--- src/rtl/sume_tx_if.sv ---
// Operand request bus into sume_tx: two NIBBLES-wide BCD/hex operands
// with a single valid/ready pair.
interface sume_tx_if #(
    parameter int NIBBLES = 3
);
    localparam int W = 4 * NIBBLES;

    // A transfer happens on a rising clk edge where req_valid && req_ready.
    // The source must hold op_a/op_b stable while req_valid is high and
    // req_ready is low; req_ready never depends on req_valid.
    logic [W-1:0] op_a;
    logic [W-1:0] op_b;
    logic         req_valid;
    logic         req_ready;

    modport master (
        output op_a,
        output op_b,
        output req_valid,
        input  req_ready
    );

    modport slave (
        input  op_a,
        input  op_b,
        input  req_valid,
        output req_ready
    );
endinterface

--- src/rtl/sume_tx.sv ---
// Nibble-serial transmitter for the sume summer: frames {op_a, op_b} MSB nibble
// first into a fixed 2*NIBBLES+1 slot frame. Optional BCD reject: SUME_TX_BCD_CHECK_EN.
module sume_tx #(
    parameter int NIBBLES = 3
) (
    input  logic       clk,
    input  logic       n_reset,
    sume_tx_if.slave   req,
    output logic [3:0] sample,
    output logic       frame,
    output logic       done,
    output logic       err_bcd
);
    localparam int W  = 4 * NIBBLES;
    localparam int SW = 2 * W;
    localparam int P  = 2 * NIBBLES + 1;
    localparam int CW = $clog2(P);

    localparam logic [CW-1:0] LAST_SLOT = CW'(P - 1);
    localparam logic [CW-1:0] PRE_LAST  = CW'(P - 2);

    logic [CW-1:0] slot_q, slot_d;
    logic          pend_q, pend_d;
    logic [SW-1:0] buf_q, buf_d;
    logic [SW-1:0] shift_q, shift_d;
    logic          active_q, active_d;
    logic [3:0]    sample_q, sample_d;
    logic          frame_q, frame_d;
    logic          done_q, done_d;

    logic          xfer;
    logic          bcd_reject;

`ifdef SUME_TX_BCD_CHECK_EN
    logic          err_q, err_d;

    function automatic logic has_non_bcd(input logic [SW-1:0] v);
        logic r;
        r = 1'b0;
        for (int i = 0; i < 2 * NIBBLES; i++) begin
            if (v[4*i +: 4] > 4'd9) r = 1'b1;
        end
        return r;
    endfunction

    assign bcd_reject = has_non_bcd({req.op_a, req.op_b});
    assign err_bcd    = err_q;
`else
    assign bcd_reject = 1'b0;
    assign err_bcd    = 1'b0;
`endif

    assign req.req_ready = !pend_q;
    assign xfer          = req.req_valid && !pend_q;

    assign sample = sample_q;
    assign frame  = frame_q;
    assign done   = done_q;

    always_comb begin
        slot_d   = (slot_q == LAST_SLOT) ? '0 : slot_q + CW'(1);
        pend_d   = pend_q;
        buf_d    = buf_q;
        shift_d  = shift_q;
        active_d = active_q;
        sample_d = sample_q;
        frame_d  = 1'b0;
        done_d   = 1'b0;
`ifdef SUME_TX_BCD_CHECK_EN
        err_d    = xfer && bcd_reject;
`endif

        // sample/frame/done are registered, so each is computed one slot ahead.
        if (slot_q == LAST_SLOT) begin
            active_d = pend_q;
            frame_d  = pend_q;
            if (pend_q) begin
                sample_d = buf_q[SW-1 -: 4];
                shift_d  = {buf_q[SW-5:0], 4'h0};
                pend_d   = 1'b0;
            end else begin
                sample_d = 4'h0;
                shift_d  = '0;
            end
        end else if (slot_q == PRE_LAST) begin
            sample_d = 4'h0;
            done_d   = active_q;
        end else begin
            sample_d = shift_q[SW-1 -: 4];
            shift_d  = {shift_q[SW-5:0], 4'h0};
        end

        // A transfer needs pend_q==0, so it never collides with the load above.
        if (xfer && !bcd_reject) begin
            pend_d = 1'b1;
            buf_d  = {req.op_a, req.op_b};
        end
    end

    always_ff @(posedge clk) begin
        if (!n_reset) begin
            slot_q   <= '0;
            pend_q   <= 1'b0;
            buf_q    <= '0;
            shift_q  <= '0;
            active_q <= 1'b0;
            sample_q <= 4'h0;
            frame_q  <= 1'b0;
            done_q   <= 1'b0;
`ifdef SUME_TX_BCD_CHECK_EN
            err_q    <= 1'b0;
`endif
        end else begin
            slot_q   <= slot_d;
            pend_q   <= pend_d;
            buf_q    <= buf_d;
            shift_q  <= shift_d;
            active_q <= active_d;
            sample_q <= sample_d;
            frame_q  <= frame_d;
            done_q   <= done_d;
`ifdef SUME_TX_BCD_CHECK_EN
            err_q    <= err_d;
`endif
        end
    end
endmodule

--- src/flat_wrapper.sv ---
// flat-port wrapper written by rule: the top's interface ports become plain ports
module sume_tx_flat 
#(
    parameter int NIBBLES = 3
)
  (clk, n_reset, sample, frame, done, err_bcd, req_op_a, req_op_b, req_req_valid, req_req_ready);
  sume_tx_if #(.NIBBLES(NIBBLES)) req_i ();
  input  logic clk;
  input  logic n_reset;
  output logic [3:0] sample;
  output logic frame;
  output logic done;
  output logic err_bcd;
  input wire logic [$bits(req_i.op_a)-1:0] req_op_a;
  input wire logic [$bits(req_i.op_b)-1:0] req_op_b;
  input wire logic [$bits(req_i.req_valid)-1:0] req_req_valid;
  output wire logic [$bits(req_i.req_ready)-1:0] req_req_ready;
  assign req_i.op_a = req_op_a;
  assign req_i.op_b = req_op_b;
  assign req_i.req_valid = req_req_valid;
  assign req_req_ready = req_i.req_ready;
  sume_tx #(.NIBBLES(NIBBLES)) u_core (.clk(clk), .n_reset(n_reset), .req(req_i), .sample(sample), .frame(frame), .done(done), .err_bcd(err_bcd));
endmodule
--- config.mk ---
export PLATFORM = sky130hd
export DESIGN_NAME = sume_tx_flat
export DESIGN_NICKNAME = d
export VERILOG_FILES = /design/src/rtl/sume_tx_if.sv /design/src/rtl/sume_tx.sv /design/src/flat_wrapper.sv
export SDC_FILE = /design/constraint.sdc
export NUM_CORES = 1
export LEC_CHECK = 0
export CAP_MARGIN = 10
export CELL_PAD_IN_SITES_DETAIL_PLACEMENT = 2
export CELL_PAD_IN_SITES_GLOBAL_PLACEMENT = 2
export CORE_MARGIN = 5
export CORE_UTILIZATION = 41
export CTS_BUF_LIST = sky130_fd_sc_hd__clkbuf_16
export DETAILED_ROUTE_END_ITERATION = 16
export DONT_BUFFER_PORTS = 1
export GPL_TIMING_DRIVEN = 0
export PLACE_DENSITY_LB_ADDON = 0.25
export SLEW_MARGIN = 20
export SYNTH_ARGS = -nofsm -noshare
export SYNTH_HDL_FRONTEND = slang
export SYNTH_SLANG_ARGS = --single-unit
--- constraint.sdc ---
create_clock -name clk -period 4.1 [get_ports clk]
set_clock_uncertainty 0.15 [all_clocks]
set_input_delay 0.82 -clock clk [delete_from_list [all_inputs] [get_ports clk]]
set_output_delay 0.82 -clock clk [all_outputs]
set_load 0.01 [all_outputs]
==> results of run 1 <==
worst max-delay path by stage:
stage	from	endpoint	slack, ns
after floorplan	u_core.pend_q	req_req_ready	2.41
after global placement	u_core.pend_q	req_req_ready	2.27
after detailed placement	u_core.pend_q	req_req_ready	2.24
after CTS	u_core.pend_q	req_req_ready	1.92
after global routing	u_core.pend_q	req_req_ready	1.87
final	u_core.pend_q	req_req_ready	1.95
power by group:
part / internal, mW / switching, mW / total, mW / leakage, nW
Clock: 0.224 / 0.193 / 0.417 / 0.0726
Combinational: 0.0355 / 0.0487 / 0.0842 / 0.406
Sequential: 0.555 / 0.0136 / 0.569 / 0.448
Total: 0.814 / 0.255 / 1.07 / 0.926
worst min-delay path, cell delays in order (launching register included):
cell and delay [ns]:
dfxtp_1 0.31, nand2_1 0.06, a21boi_1 0.05
area by class of cell:
| type | instances | area [µm²] |
|---|---|---|
| clock buffer | 5 | 125 |
| tap | 70 | 87.6 |
| inverter | 3 | 11.3 |
| buffer | 19 | 115 |
| clock inverter | 3 | 16.3 |
| fill | 578 | 2750 |
| multi-input combinational | 160 | 1000 |
| sequential | 55 | 1100 |
registers in the layout, summed over array words and instances, names as in the netlist:
signal	count
u_core.pend_q	1
u_core.frame	1
u_core.buf_q	24
u_core.shift_q	20
u_core.done	1
u_core.active_q	1
u_core.slot_q	3
u_core.sample	4
per-layer routing:
layer | up-vias | wire length [µm]
met2 | 36 | 2900
met3 | 6 | 212
met5 | - | 0
met1 | 834 | 2460
met4 | 0 | 80
li1 | 825 | -
through the flow:
| stage | power (mW) | instance area (µm²) | cells | setup WS, ns | util |
|---|---|---|---|---|---|
| final | 1.07 | 2460 | 315 | 1.95 | 0.472 |
| after global routing | 1.11 | 2460 | 315 | 1.87 | 0.472 |
| after CTS | 1.08 | 2460 | 315 | 1.92 | 0.472 |
| after detailed placement | 0.666 | 2310 | 307 | 2.24 | 0.445 |
| after global placement | 0.661 | 2310 | 307 | 2.27 | 0.445 |
| after floorplan | 0.642 | 2230 | 237 | 2.41 | - |
cells in the mapped netlist:
library cell,number,share of area
clkbuf_1,5,0.0084
o22ai_1,16,0.045
o21a_4,1,0.0067
inv_1,3,0.0051
nor2b_1,11,0.031
mux2i_1,1,0.0045
nand3b_4,1,0.0090
and3_1,2,0.0056
nor3b_2,10,0.056
nand2_2,1,0.0028
nor2_1,4,0.0067
buf_4,4,0.013
buf_2,8,0.018
nand2b_1,1,0.0028
nor3b_1,6,0.020
dfxtp_1,55,0.49
and2_1,1,0.0028
a22oi_1,8,0.027
buf_8,1,0.0067
nand2_1,49,0.083
buf_6,1,0.0051
and3b_1,1,0.0039
a21oi_1,17,0.038
a21boi_1,10,0.034
a21boi_0,14,0.047
conb_1,1,0.0017
ha_1,3,0.017
o21ai_0,2,0.0045
cell usage in the layout (no fill, tap or decap), drive strengths merged, types with 3 or more instances in the layout:
cell type	n
dfxtp	55
nand2	50
a21boi	24
a21oi	17
o22ai	16
nor3b	16
buf	14
nor2b	11
clkbuf	10
a22oi	8
inv	4
nor2	4
ha	3
logic make-up after synthesis:
family,after synthesis
simple gates,87
compound gates,68
flops,55
buf+inv,22
fa+ha+maj,3
mux,1
other cells,1
==> results.json, run 1 <==
{
  "use_met2": 0.312,
  "grt_first_pass_wirelength_um": 9680,
  "drive_above_1_share": 0.135,
  "wl_um": 5650,
  "cts_root_buffer": "clkbuf_16",
  "syn-cell-area_mm2": 0.00223,
  "ys_ff_latch": 55,
  "yosys_warnings": 0,
  "fin_crit_ns": 2.15,
  "drt_iter0_drc": 30,
  "whs_path_depth": 2,
  "io_buffers": 0,
  "gp_congestion": 0.804,
  "numClockSinks": 55,
  "path_buf_inv": 3,
  "crit_required_ns": 3.13,
  "vias_per_cell": 5.40,
  "period_share": 0.524,
  "clockBufferDepth": 2,
  "vias": 1701,
  "crit_type": "flop to output pin",
  "cp.arrival_ns": 1.18,
  "leakage_nw": 0.926,
  "synthAdderAreaFrac": 0.0169,
  "dp_hpwl_um": 4060,
  "final_nets": 274,
  "grt_use_met1": 0.211,
  "insertion_delay_ns": 0.30,
  "grt.busiest_layer": "met2",
  "drc": 0,
  "fp.dieW_um": 83.7,
  "grt_overflow": 0,
  "grt.total_usage": 0.176,
  "hp-start": "u_core.buf_q[10]",
  "tns_ns": 0,
  "hold_viol_final": 0,
  "row_count": 26,
  "status": "completed",
  "grt_pass1_vias": 1901,
  "syn2layout_area_growth_pct": 10.3,
  "synth.area.mux_share": 0.00449,
  "ios": 35,
  "path_depth": 3,
  "crit_fanout": 10,
  "clkTransAtPathRegs_ns": 0.07,
  "syn_nets": 267,
  "diodes": 0,
  "ant_nets": 0,
  "hold_buffers": 0,
  "wl_per_cell_um": 17.9,
  "maxCapViolCount": 0,
  "syn_avg_cell_area_um2": 9.40,
  "ys_seq_area_frac": 0.494,
  "synth_top_family_by_area": "simple AND/OR/NAND/NOR gates",
  "final_max_slew_viol_count": 0,
  "worst_path_dominant_cell_family": "buffers and inverters",
  "cts.repair.resized": 0,
  "power.density_mw_per_mm2": 435,
  "dieArea_mm2": 0.00701,
  "coreArea_mm2": 0.00520,
  "cts_setup_buffers": 0,
  "synth_xor_area_frac": 0,
  "grt_max_degree": 17,
  "critPathMaxStageDelay_ns": 0.35,
  "die_height_um": 83.7,
  "met3_usage": 0.0306,
  "worstReg2RegStart": "u_core.slot_q[0]",
  "post_synth_num_cell_types": 28,
  "fmax_mhz": 466,
  "cts_tree": "yes",
  "path_cells": "buf_4, buf_2, inv_1",
  "rsz0062_at_grt": "no",
  "startpoint_type": "flop",
  "rr_endpoint": "u_core.shift_q[19]",
  "whs_ns": 0.316,
  "reg2reg_slack_ns": 2.35,
  "dr.pass1.iters": 4,
  "irDropWorstVdd_uv": 229,
  "start_util": 0.428,
  "reg2reg_depth": 6,
  "hold_class": "flop to flop",
  "yosys.area_share.simple": 0.224,
  "postSynthCellCount": 237,
  "cp_slowest_cell": "dfxtp_1",
  "cp-end-kind": "output pin",
  "h-tree-depth": 2,
  "numCtsBuffers": 5,
  "setup_viol": 0,
  "antenna_found_initial": 0,
  "synth_compound_area_frac": 0.202,
  "hold_end": "u_core.buf_q[10]"
}
(Power assumes the default switching activity.)
==> run 2: changes to the inputs <==
--- a/config.mk
+++ b/config.mk
@@ -9,7 +9,7 @@
 export CELL_PAD_IN_SITES_DETAIL_PLACEMENT = 2
 export CELL_PAD_IN_SITES_GLOBAL_PLACEMENT = 2
 export CORE_MARGIN = 5
-export CORE_UTILIZATION = 41
+export CORE_UTILIZATION = 38
 export CTS_BUF_LIST = sky130_fd_sc_hd__clkbuf_16
 export DETAILED_ROUTE_END_ITERATION = 16
 export DONT_BUFFER_PORTS = 1
==> constraint.sdc (replaced) <==
create_clock -name clk -period 2 [get_ports clk]
set_clock_uncertainty 0.15 [all_clocks]
set_input_delay 0.4 -clock clk [delete_from_list [all_inputs] [get_ports clk]]
set_output_delay 0.4 -clock clk [all_outputs]
set_load 0.01 [all_outputs]
==> results.json, run 2 (synthesized netlist as in run 1, its figures left out) <==
{
  "status": "completed",
  "io_buffers": 0,
  "cp.arrival_ns": 1.82,
  "worstReg2RegStart": "u_core.slot_q[0]",
  "vias": 1685,
  "rr_endpoint": "u_core.shift_q[14]",
  "grt_pass1_vias": 1891,
  "grt_overflow": 0,
  "wl_met3_um": 207,
  "crit_required_ns": 2.07,
  "drt-met1-wl_um": 2510,
  "hp-start": "req_op_b[11]",
  "numClockSinks": 55,
  "diodes": 0,
  "grt_max_degree": 17,
  "clockBufferDepth": 2,
  "maxCapViolCount": 0,
  "whs_path_depth": 2,
  "fp.dieW_um": 86.6,
  "met2_length_um": 2820,
  "drc": 0,
  "numCtsBuffers": 5,
  "drive_above_1_share": 0.139,
  "cts_setup_buffers": 0,
  "hold_end": "u_core.buf_q[11]",
  "swShare": 0.234,
  "coreArea_mm2": 0.00561,
  "reg2reg_depth": 6,
  "hold_class": "primary input to flop",
  "combPwrFrac": 0.079,
  "finish.utilization": 0.438,
  "row_count": 27,
  "switchingPower_mw": 0.510,
  "grt_first_pass_wirelength_um": 9490,
  "irDropWorstVdd_uv": 340,
  "crit_fanout": 10,
  "final_nets": 274,
  "ant_nets": 0,
  "startpoint_type": "flop",
  "placed_area_mm2": 0.00232,
  "power.density_mw_per_mm2": 886,
  "p_int_mw": 1.67,
  "seqPwrFrac": 0.535,
  "antenna_found_initial": 0,
  "fmax_mhz": 571,
  "whs_ns": 0.0889,
  "timing.final.ws_setup_ns": 0.248,
  "dp_hpwl_um": 3980,
  "cp_slowest_cell": "dfxtp_1",
  "leakage_nw": 0.925,
  "hold_buffers": 0,
  "drt_iter0_drc": 56,
  "vias_per_cell": 5.32,
  "wl_um": 5590,
  "rsz0062_at_grt": "no",
  "post-place-ws_ns": 0.286,
  "ios": 35,
  "tns_ns": 0,
  "period_share": 0.876,
  "dr.pass1.iters": 4,
  "critPathMaxStageDelay_ns": 0.38,
  "reg2reg_slack_ns": 0.25,
  "p_clk_frac": 0.386,
  "h-tree-depth": 2,
  "regMostFlops": "u_core.buf_q",
  "fin_cells": 317,
  "cts_root_buffer": "clkbuf_16",
  "cts_tree": "yes",
  "final_cell_mix": "dfxtp_1, nand2_1, a21oi_1, o22ai_1, a21boi_0",
  "cts.repair.resized": 0,
  "hold_viol_final": 0,
  "syn2layout_area_growth_pct": 10.4,
  "place_inst": 309,
  "path_cells": "inv_1, ha_1, nand2_2, buf_2, a21oi_1, nor3b_2",
  "die_height_um": 86.6,
  "insertion_delay_ns": 0.29,
  "highest_layer": "met4",
  "final_common_cell": "dfxtp_1",
  "gp_congestion": 0.751,
  "total_power_mw": 2.18,
  "start_util": 0.397,
  "largest_register_ffs": 24,
  "grt.total_usage": 0.162,
  "final_max_slew_viol_count": 0,
  "clkTransAtPathRegs_ns": 0.07,
  "finalInstanceArea_mm2": 0.00246,
  "setup_viol": 0,
  "wl_per_cell_um": 17.6,
  "dieArea_mm2": 0.00749,
  "cp-end-kind": "flop",
  "fin_crit_ns": 1.75,
  "crit_type": "flop to flop"
}
## run 2: cell count changes in the layout (fill, tap and decap cells not counted), sizes merged
cell / previous run / this run
clkinvlp: 0 / 1
clkinv: 2 / 1
## run 2: worst max path at each step
stage,from,end,slack (ns),cells past startpoint
6_report,u_core.slot_q[0],u_core.shift_q[14],0.25,6
2_1_floorplan,u_core.slot_q[0],u_core.shift_q[13],0.47,6
4_1_cts,u_core.pend_q,req_req_ready,0.23,3
3_5_place_dp,u_core.slot_q[0],u_core.shift_q[15],0.29,6
3_3_place_gp,u_core.slot_q[0],u_core.shift_q[14],0.33,6
5_1_grt,u_core.slot_q[0],u_core.shift_q[14],0.1,6
## run 2: cell type report
class,instances,area [µm²]
fillers,645,3150
flip-flops and latches,55,1100
multi-input cells,160,1000
clock buffers,5,125
plain buffers,19,115
well taps,72,90.1
clock inverters,3,16.3
inverters,3,11.3
## run 2: power groups by stage
| stage | Combinational (mW) | Clock [mW] | Sequential, mW |
|---|---|---|---|
| CTS | 0.175 | 0.867 | 1.17 |
| global placement | 0.166 | 0 | 1.19 |
| detailed placement | 0.173 | 0 | 1.19 |
| finish | 0.172 | 0.841 | 1.17 |
| global route | 0.196 | 0.914 | 1.17 |
| floorplan | 0.135 | 0 | 1.18 |
## run 2: metal layers
layer,global-route usage,up-vias
li1,-,822
met1,0.208,824
met2,0.277,33
met3,0.0323,6
met4,0.0439,0
met5,0,-
## run 2: worst max-delay path: cells and delay by family, from the launching register on
family,cells,cell delay (ns)
and+or+nand+nor,2,0.41
DFF,1,0.38
buffers and inverters,2,0.35
adders and majority gates,1,0.30
AOI/OAI and AO/OA,1,0.10
==> run 3: changes to the inputs <==
--- a/config.mk
+++ b/config.mk
@@ -14,6 +14,7 @@
 export DETAILED_ROUTE_END_ITERATION = 16
 export DONT_BUFFER_PORTS = 1
 export GPL_TIMING_DRIVEN = 0
+export HOLD_SLACK_MARGIN = 0.15
 export PLACE_DENSITY_LB_ADDON = 0.25
 export SLEW_MARGIN = 20
 export SYNTH_ARGS = -nofsm -noshare
==> results.json, run 3 (synthesized netlist as in run 1, its figures left out) <==
{
  "grt.total_usage": 0.178,
  "setup_viol": 0,
  "row_count": 27,
  "ant_nets": 0,
  "fmax_mhz": 561,
  "diodes": 0,
  "rsz0062_at_grt": "no",
  "final_cell_mix": "dfxtp_1, nand2_1, dlygate4sd3_1, a21oi_1, o22ai_1",
  "worst_path_dominant_cell_family": "simple AND/OR/NAND/NOR gates",
  "numCtsBuffers": 5,
  "fin_crit_ns": 1.78,
  "whs_ns": 0.314,
  "period_share": 0.891,
  "numClockSinks": 55,
  "drive_above_1_share": 0.125,
  "path_cells": "inv_1, ha_1, nand2_2, buf_2, a21oi_1, nor3b_2",
  "crit_fanout": 10,
  "path_depth": 6,
  "reg2reg_slack_ns": 0.22,
  "gp_congestion": 0.751,
  "insertion_delay_ns": 0.29,
  "drc": 0,
  "cp.arrival_ns": 1.84,
  "maxCapViolCount": 0,
  "combPwrFrac": 0.098,
  "seqPwrFrac": 0.523,
  "final_nets": 300,
  "syn2layout_area_growth_pct": 22.1,
  "grt_first_pass_wirelength_um": 10400,
  "worstReg2RegStart": "u_core.slot_q[0]",
  "crit_required_ns": 2.06,
  "clockBufferDepth": 2,
  "io_buffers": 0,
  "hold_class": "flop to flop",
  "antenna_found_initial": 0,
  "cts.repair.resized": 0,
  "tns_ns": 0,
  "dr.pass1.iters": 4,
  "final_max_slew_viol_count": 0,
  "status": "completed",
  "regMostFlops": "u_core.buf_q",
  "finish.utilization": 0.485,
  "whs_path_depth": 2,
  "hp-start": "u_core.buf_q[2]",
  "fp.dieW_um": 86.6,
  "start_util": 0.397,
  "largest_register_ffs": 24,
  "die_height_um": 86.6,
  "ios": 35,
  "grt_pass1_vias": 2064,
  "coreArea_mm2": 0.00561,
  "switchingPower_mw": 0.526,
  "path_buf_inv": 2,
  "grt_max_degree": 17,
  "crit_type": "flop to flop",
  "wl_per_cell_um": 18.0,
  "final_common_cell": "dfxtp_1",
  "cp_slowest_cell": "dfxtp_1",
  "cts_root_buffer": "clkbuf_16",
  "p_clk_frac": 0.378,
  "swShare": 0.236,
  "clkTransAtPathRegs_ns": 0.07,
  "total_power_mw": 2.23,
  "hold_viol_final": 0,
  "grt_overflow": 0,
  "drt_iter0_drc": 71,
  "crit_start": "u_core.slot_q[0]",
  "critPathMaxStageDelay_ns": 0.38,
  "cts_tree": "yes",
  "p_int_mw": 1.70,
  "leakage_nw": 1.03,
  "vias": 1822,
  "startpoint_type": "flop",
  "power.density_mw_per_mm2": 819,
  "hold_buffers": 26,
  "dp_hpwl_um": 3980,
  "dieArea_mm2": 0.00749,
  "reg2reg_depth": 6,
  "wl_um": 6180,
  "irDropWorstVdd_uv": 347,
  "vias_per_cell": 5.31,
  "cts_setup_buffers": 0,
  "cp-end-kind": "flop",
  "h-tree-depth": 2
}
==> run 3: power groups by stage <==
| stage | combinational [mW] | clock, mW | sequential, mW |
|---|---|---|---|
| 2_1_floorplan | 0.135 | 0 | 1.18 |
| 4_1_cts | 0.216 | 0.867 | 1.17 |
| 3_3_place_gp | 0.166 | 0 | 1.19 |
| 6_report | 0.219 | 0.843 | 1.17 |
| 3_5_place_dp | 0.173 | 0 | 1.19 |
| 5_1_grt | 0.244 | 0.916 | 1.17 |
==> run 3: worst paths after layout <==
kind	endpoint
min	u_core.buf_q[2]
max reg2reg	u_core.shift_q[15]
min reg2reg	u_core.buf_q[2]
max	u_core.shift_q[15]
==> run 3: area by class of cell <==
type                            count  area (µm²)
Tap cell                           72        90.1
Timing Repair Buffer               26         260
Clock buffer                        5         125
Inverter                            3        11.3
Sequential cell                    55        1100
Multi-Input combinational cell    160        1000
Buffer                             19         115
Clock inverter                      3        16.3
Fill cell                         627        2890
==> run 3: through the flow <==
step                      setup WS, ns  instances  cell area, µm²
after floorplan                  0.474        237            2230
after global placement           0.331        309            2320
after detailed placement         0.286        309            2320
after CTS                        0.231        343            2720
after global routing             0.102        343            2720
final                            0.218        343            2720
==> run 3: layer usage <==
| layer | part of all wire | wire [µm] | global-route usage | up-vias |
|---|---|---|---|---|
| li1 | - | - | - | 873 |
| met3 | 0.034 | 209 | 0.0323 | 6 |
| met5 | 0 | 0 | 0 | - |
| met4 | 0.0089 | 55 | 0.0382 | 0 |
| met1 | 0.43 | 2680 | 0.222 | 913 |
| met2 | 0.52 | 3230 | 0.318 | 30 |
==> run 3: tightest hold or removal path: stages, from the launching register on <==
cell and delay (ns):
dfxtp_1 0.31, nand2_1 0.06, a21boi_1 0.05
